==> src/rtl/vga_fb_arbiter.sv <==
// vga_fb_arbiter: single-port framebuffer arbiter between the VGA display
// read stream (absolute priority) and a single writer. Display reads have a
// fixed three-enabled-cycle latency from scan position to pix_data. Sync
// signals are delayed to stay aligned with the pixels.
// Optional feature: define VGA_ARB_VBLANK_ONLY_EN to restrict write grants to
// vertical blanking (vertical_sync high or vga_row >= 480) for tear-free
// updates. Without it, writes use any cycle with no display read.
module vga_fb_arbiter (
    input  logic        CLKIN,
    input  logic        reset,
    input  logic        clock_enable,
    input  logic        pixel_valid,
    input  logic [9:0]  vga_row,
    input  logic [9:0]  vga_col,
    input  logic        horizontal_sync,
    input  logic        vertical_sync,
    output logic [18:0] mem_addr,
    output logic        mem_we,
    output logic [7:0]  mem_wdata,
    input  logic [7:0]  mem_rdata,
    input  logic        wr_req,
    input  logic [18:0] wr_addr,
    input  logic [7:0]  wr_data,
    output logic        wr_ack,
    output logic [7:0]  pix_data,
    output logic        pix_valid,
    output logic        hsync_out,
    output logic        vsync_out
);

    typedef enum logic [1:0] {IDLE, READ, WRITE, HOLD} arb_state_t;

    arb_state_t  state;
    arb_state_t  next_state;

    logic        in_range;
    logic        display_read;
    logic        write_window;
    logic [18:0] row_ext;
    logic [18:0] read_addr;

    logic [18:0] addr_d;
    logic [7:0]  wdata_d;
    logic        we_d;
    logic        ack_d;

    logic        valid_s1, hit_s1, hs_s1, vs_s1;
    logic        valid_s2, hit_s2, hs_s2, vs_s2;

    assign in_range     = (vga_row < 10'd480) && (vga_col < 10'd640);
    assign display_read = pixel_valid && in_range;
    assign row_ext      = {9'd0, vga_row};
    assign read_addr    = (row_ext << 9) + (row_ext << 7) + {9'd0, vga_col};

`ifdef VGA_ARB_VBLANK_ONLY_EN
    assign write_window = vertical_sync || (vga_row >= 10'd480);
`else
    assign write_window = 1'b1;
`endif

    // State and memory-port registers; reset abandons any write not yet issued.
    always_ff @(posedge CLKIN) begin
        if (reset) begin
            state     <= IDLE;
            mem_addr  <= '0;
            mem_we    <= 1'b0;
            mem_wdata <= '0;
            wr_ack    <= 1'b0;
        end else if (clock_enable) begin
            state     <= next_state;
            mem_addr  <= addr_d;
            mem_we    <= we_d;
            mem_wdata <= wdata_d;
            wr_ack    <= ack_d;
        end
    end

    // Next state: display first, a guard cycle after every write, then writer.
    always_comb begin
        next_state = IDLE;
        if (display_read) begin
            next_state = READ;
        end else if (state == WRITE) begin
            next_state = HOLD;
        end else if (pixel_valid) begin
            next_state = IDLE;
        end else if (wr_req && write_window && (state != HOLD)) begin
            next_state = WRITE;
        end
    end

    // Memory-port values to register for the state about to be entered.
    always_comb begin
        addr_d  = mem_addr;
        wdata_d = mem_wdata;
        we_d    = 1'b0;
        ack_d   = 1'b0;
        case (next_state)
            READ: begin
                addr_d = read_addr;
            end
            WRITE: begin
                addr_d  = wr_addr;
                wdata_d = wr_data;
                we_d    = 1'b1;
                ack_d   = 1'b1;
            end
            default: begin
            end
        endcase
    end

    // Display delay line: scan info rides alongside the read until data returns.
    always_ff @(posedge CLKIN) begin
        if (reset) begin
            valid_s1  <= 1'b0;
            hit_s1    <= 1'b0;
            hs_s1     <= 1'b0;
            vs_s1     <= 1'b0;
            valid_s2  <= 1'b0;
            hit_s2    <= 1'b0;
            hs_s2     <= 1'b0;
            vs_s2     <= 1'b0;
            pix_valid <= 1'b0;
            pix_data  <= '0;
            hsync_out <= 1'b0;
            vsync_out <= 1'b0;
        end else if (clock_enable) begin
            valid_s1  <= pixel_valid;
            hit_s1    <= display_read;
            hs_s1     <= horizontal_sync;
            vs_s1     <= vertical_sync;
            valid_s2  <= valid_s1;
            hit_s2    <= hit_s1;
            hs_s2     <= hs_s1;
            vs_s2     <= vs_s1;
            pix_valid <= valid_s2;
            pix_data  <= (valid_s2 && hit_s2) ? mem_rdata : 8'd0;
            hsync_out <= hs_s2;
            vsync_out <= vs_s2;
        end
    end

endmodule

==> config.mk <==
export PLATFORM = sky130hd
export DESIGN_NAME = vga_fb_arbiter
export DESIGN_NICKNAME = d
export VERILOG_FILES = /design/src/rtl/vga_fb_arbiter.sv
export SDC_FILE = /design/constraint.sdc
export NUM_CORES = 1
export LEC_CHECK = 0
export ABC_AREA = 0
export ABC_CLOCK_PERIOD_IN_PS = 3500
export CAP_MARGIN = 40
export CORE_ASPECT_RATIO = 1.25
export CORE_MARGIN = 5
export CORE_UTILIZATION = 31
export DETAILED_ROUTE_END_ITERATION = 16
export GPL_TIMING_DRIVEN = 0
export SYNTH_ARGS = -nofsm -noshare
export SYNTH_HDL_FRONTEND = slang
export SYNTH_SLANG_ARGS = --single-unit
==> constraint.sdc <==
create_clock -name CLKIN -period 3.5 [get_ports CLKIN]
set_input_delay 1.05 -clock CLKIN [delete_from_list [all_inputs] [get_ports CLKIN]]
set_output_delay 1.05 -clock CLKIN [all_outputs]
set_load 0.1 [all_outputs]
Word-level counts from Yosys, hierarchy flattened
Cells that the tools add are included.
Operators by class
  add/subtract/negate cells: 2
  $lt $le $gt $ge: 2
  eq/ne operators: 4
  muxes and demuxes: 7
  reduce and logical (&&, ||, !) cells: 7
Operator list (count)
  $pmux W19 S2: 1
  $add A19 B10 Y19: 1
  $add A19 B17 Y19: 1
  $lt A10 B10 Y1 const B: 1
  $lt A10 B9 Y1 const B: 1
  $mux W2: 4
  $mux W8: 1
  $eq A2 B2 Y1 const B: 2
  $logic_and A1 B1 Y1: 4
  $reduce_and A2 Y1: 2
  $eq A2 B1 Y1 const B: 1
  $ne A2 B2 Y1 const B: 1
  $reduce_bool A2 Y1: 1
  $mux W1: 1
Word-level totals
  flip-flop bits (word level): 49
  input bits: 62
  output and inout port bits: 40
  logic and storage cells: 38

Longest topological paths before layout
Gate-level depths: netlist of run 1.
  depth after elaboration: 9
  gate-level depth with buffers: 10
  gate-level depth less buffers: 9

Least setup slack after synthesis of run 1
Ideal clock, no wire load.
  path kind: input to register
  start point: input vga_row[0]
  end point: register mem_addr[14]
  setup time: 126 ps
  arrival: 3066 ps
  required time: 3374 ps
  slack: 308 ps
  stages: 9
  path buffers: 0
  cells stage by stage: inv_1 fa_1 inv_1 fa_1 a211oi_2 o21bai_2 and3b_1 o41ai_1 a21oi_1
Between the ends
  cells in the longest elaborated chain, start to end: 7
  elaborated cells between the ends (all ways): 11
  classes of those cells: add/sub (2); order compare (1); eq/ne (2); mux (2); reduce/logical (4)
RTL lines
  start: declaration: RTL line 13  | input logic [9:0] vga_row,
  parallel branches: the longest is 7 deep, another holds $add A19 B17 Y19
  end signal: assignment: RTL line 71  | mem_addr <= addr_d;
  end: declaration: RTL line 17  | output logic [18:0] mem_addr,
Parallel ways; which one is timed is not known.
A chain may end at the register's enable or synchronous reset.

Final worst setup path of run 1
Same ends and word-level chain as after synthesis.

==> flow_summary_export.csv, run 1 <==
group,metric,value,unit
outcome,status,"finished clean",
clock_network,htree_levels,2,
run,maxCapViolCount,0,
die,initial_core_util,32.1,%
logic_synthesis,syn-num-nets,393,
global_routing,grt.total_usage,15.6,%
timing,period_needed,3.36,ns
setup_path,crit_required,3.68,ns
layout,antenna_cells,0,
setup_path,cpMostUsedCell,"inv_1",
timing,finalHoldViolations,0,
logic_synthesis,yosysSeqAreaShare,36.9,%
drt,vias_per_cell,4.99,
setup_path,worstPathMaxFanout,4,
die,io_pins,102,
timing,setup_viol,0,
timing,min_period_over_period,95.9,%
worst_hold_path,hp-class,"flip-flop to flip-flop",
drt,drt_iter0_markers,117,
power,powerDensity,364,mW/mm^2
setup_path,worstSetupPathType,"input port to flip-flop",
die,fp.dieH,114,microns
logic_synthesis,ys.warnings.count,0,
power,p_total,0.00171,W
timing,tightest_slew,0.551,ns
layout,design_area,0.00470,sq mm
worst_hold_path,holdPathStages,2,
timing,rsz0062_at_grt,"no",
logic_synthesis,syn_area,0.00266,sq mm
setup_path,cp.depth,10,
drt,wl_per_cell,15.0,microns
clock_network,clk_latency,0.29,ns
clock_network,cts.clk_slew.worst_paths,0.09,ns
layout,area_growth,76.9,%
clock_network,cts_made_buffers,5,
layout,finish.utilization,56.8,%
layout,nets,541,
setup_path,path_buf_inv,3,
global_routing,first_global_vias,2764,
die,fp.dieArea,0.0105,sq mm
logic_synthesis,ys_types,47,
clock_network,cts_hold_buf,0,
setup_path,crit_family,"adder cells",
timing,relSlewSlack,63.2,%
drt,route.vias.total,2765,
setup_path,cp_cell_sequence,"clkdlybuf4s50_1 -> inv_1 -> fa_1 -> inv_1 -> fa_2 -> a211oi_2 -> o21bai_2 -> and3b_1 -> o41ai_2 -> a21oi_1",
placement,place_area,0.00460,sq mm
logic_synthesis,syn_inst,309,
placement,place_congestion,0.748,
drt,drc,0,
timing,slew_viol_final,0,
placement,dpl.cell_count,546,
clock_network,cts_num_sinks,49,
global_routing,grt_max_degree,14,
global_routing,grt_pass1_wl,13.4,mm
setup_path,crit_arrival,3.54,ns
drt,postRouteAntennaNets,0,
timing,fmax,0.298,GHz
setup_path,r2r_cells,9,
layout,drive_gt1_share,14.0,%
drt,drt-pass1-iter-count,4,
clock_network,cts_tree,"done",
die,core.rowCount,37,
power,ir_drop,0.149,mV
setup_path,endpoint_kind,"flip-flop",
timing,skew,0.00620,ns
placement,io_buffers,100,
setup_path,crit_slowest_cell,"fa_1",
die,core,0.00829,sq mm
logic_synthesis,ys_seq_elements,49,
clock_network,cts_root_buf,"clkbuf_8",
setup_path,slowest_delay,0.52,ns
power,p_leak,1.90,nW
clock_network,cts.path.max_buffers,2,
timing,fin_tns_setup,0,ns
layout,instances_no_fill,554,
logic_synthesis,syn_avg_cell_area,8.61,sq um
die,die_w,92.9,microns
global_routing,grt-ovfl-total,0,
placement,dp_hpwl,6.85,mm
setup_path,cp-start-kind,"input port",
drt,wirelength,8.33,mm
global_routing,grt_antenna_before_repair,0,
## per-stage QoR
step / hold slack (ns) / setup WS [ns]
final: 0.460 / 0.145
after floorplan: 0.452 / 0.308
after global placement: 0.441 / -0.358
after CTS: 0.464 / 0.0300
after global routing: 0.488 / 0.0186
after detailed placement: 0.450 / -0.375
## cells by family (layout without fill, tap and decap cells)
| logic type | count (synthesis) | after routing | share of synthesized area [%] |
|---|---|---|---|
| AO/OA/AOI/OAI | 75 | 75 | 17.3 |
| flip-flops | 49 | 49 | 36.9 |
| buffers and inverters | 30 | 178 | 4.85 |
| multiplexers | 25 | 25 | 9.45 |
| XOR/XNOR | 3 | 3 | 0.988 |
| adder cells (fa/ha/maj) | 22 | 22 | 10.9 |
| AND/OR/NAND/NOR | 105 | 105 | 19.7 |
## synth_stat cells (all sizes together)
library cell  count  share of area (%)
and2              2               0.47
xor2              1               0.33
and4b             1               0.38
or4               1               0.28
o22ai             2               0.47
nand2            18                2.5
and3              1               0.24
nand4b            1               0.33
dfxtp            49                 37
nor2             32                4.5
buf              14                2.6
nor2b             1               0.24
and4              1               0.33
o41ai             1               0.33
o31a              2               0.66
o211a             1               0.38
a311oi            1               0.33
and3b             1               0.33
nand4             4               0.94
a21o              4                1.1
mux2i            24                9.0
a21boi            1               0.28
nor4              2               0.47
or3               1               0.24
o21bai            1               0.42
nor4b             1               0.33
or2b              1               0.28
xnor2             2               0.66
nand2b           11                2.6
o2111ai           1               0.33
and2b             1               0.28
a211oi           13                3.9
clkbuf            8                1.1
fa                2                1.5
nor3b             2               0.56
ha               20                9.4
inv               8                1.1
nor3              3               0.56
a21oi            36                6.8
nand3            20                3.8
o21ai            11                2.1
mux2              1               0.42
a31oi             1               0.24
## tightest hold or removal path, cell delays in order, from the launching register on
cell	delay (ns)
dfxtp_1	0.31
nand2_1	0.05
a21oi_1	0.05
## sequential cells by signal, indices dropped and copies added (netlist names), 2 cells and up
signal     flops
pix_data       8
mem_wdata      8
state          2
mem_addr      19
## area by class of cell
class                   count  area, sq um
well taps                  97          121
fillers                   713         3580
plain buffers              22         98.8
inverters                   8         30.0
flip-flops and latches     49          981
repair buffers            141         1820
clock buffers               7         86.3
multi-input cells         230         1570
## placed cells by master, fill, tap and decap left out, drive strengths merged, types with 2 or more instances in the layout
| master | count |
|---|---|
| a211oi | 13 |
| fa | 2 |
| a21o | 4 |
| nand2b | 11 |
| and2 | 2 |
| o21ai | 11 |
| nand3 | 20 |
| o31a | 2 |
| inv | 8 |
| o22ai | 2 |
| xnor2 | 2 |
| nor4 | 2 |
| nor3b | 2 |
| nand4 | 4 |
| buf | 55 |
| nor2 | 32 |
| nor3 | 3 |
| clkbuf | 15 |
| nand2 | 18 |
| mux2i | 24 |
| a21oi | 36 |
| dfxtp | 49 |
| clkdlybuf4s50 | 100 |
| ha | 20 |
## power breakdown
| part | internal, W | total, W | switching [W] |
|---|---|---|---|
| Clock | 0.000157 | 0.000334 | 0.000177 |
| Combinational | 0.000343 | 0.000772 | 0.000429 |
| Sequential | 0.000590 | 0.000608 | 0.0000173 |
## layer usage
layer  routed length, microns  global-route usage, %  vias up  part of all wire (%)
met3                      383                   2.31       12                   4.6
met1                     3420                   18.1     1277                    41
met4                      185                   5.38        0                   2.2
li1                         -                      -     1398                     -
met5                        0                      0        -                     0
met2                     4340                   28.7       78                    52
## repair_timing
item / in CTS / in global routing
setup buffers: 0 / 1
gates resized for setup: 1 / 2
endpoints found under the setup margin: 1 / 2
pin swaps: 1 / 3
## final timing paths
check | endpoint | start | slack, ns
setup / recovery | mem_addr[14] | vga_row[0] | 0.14
hold / removal | mem_wdata[5] | mem_wdata[5] | 0.46
setup reg to reg | mem_addr[9] | state[1] | 1.37
hold reg to reg | mem_wdata[5] | mem_wdata[5] | 0.46
Note: power is estimated with default switching activity, not from simulation.
==> run 2, diff against run 1 <==
- ABC_CLOCK_PERIOD_IN_PS: 3500 -> not set
==> results of run 2 <==
Same layout as run 1: the final DEF is identical, and so are final timing and power.
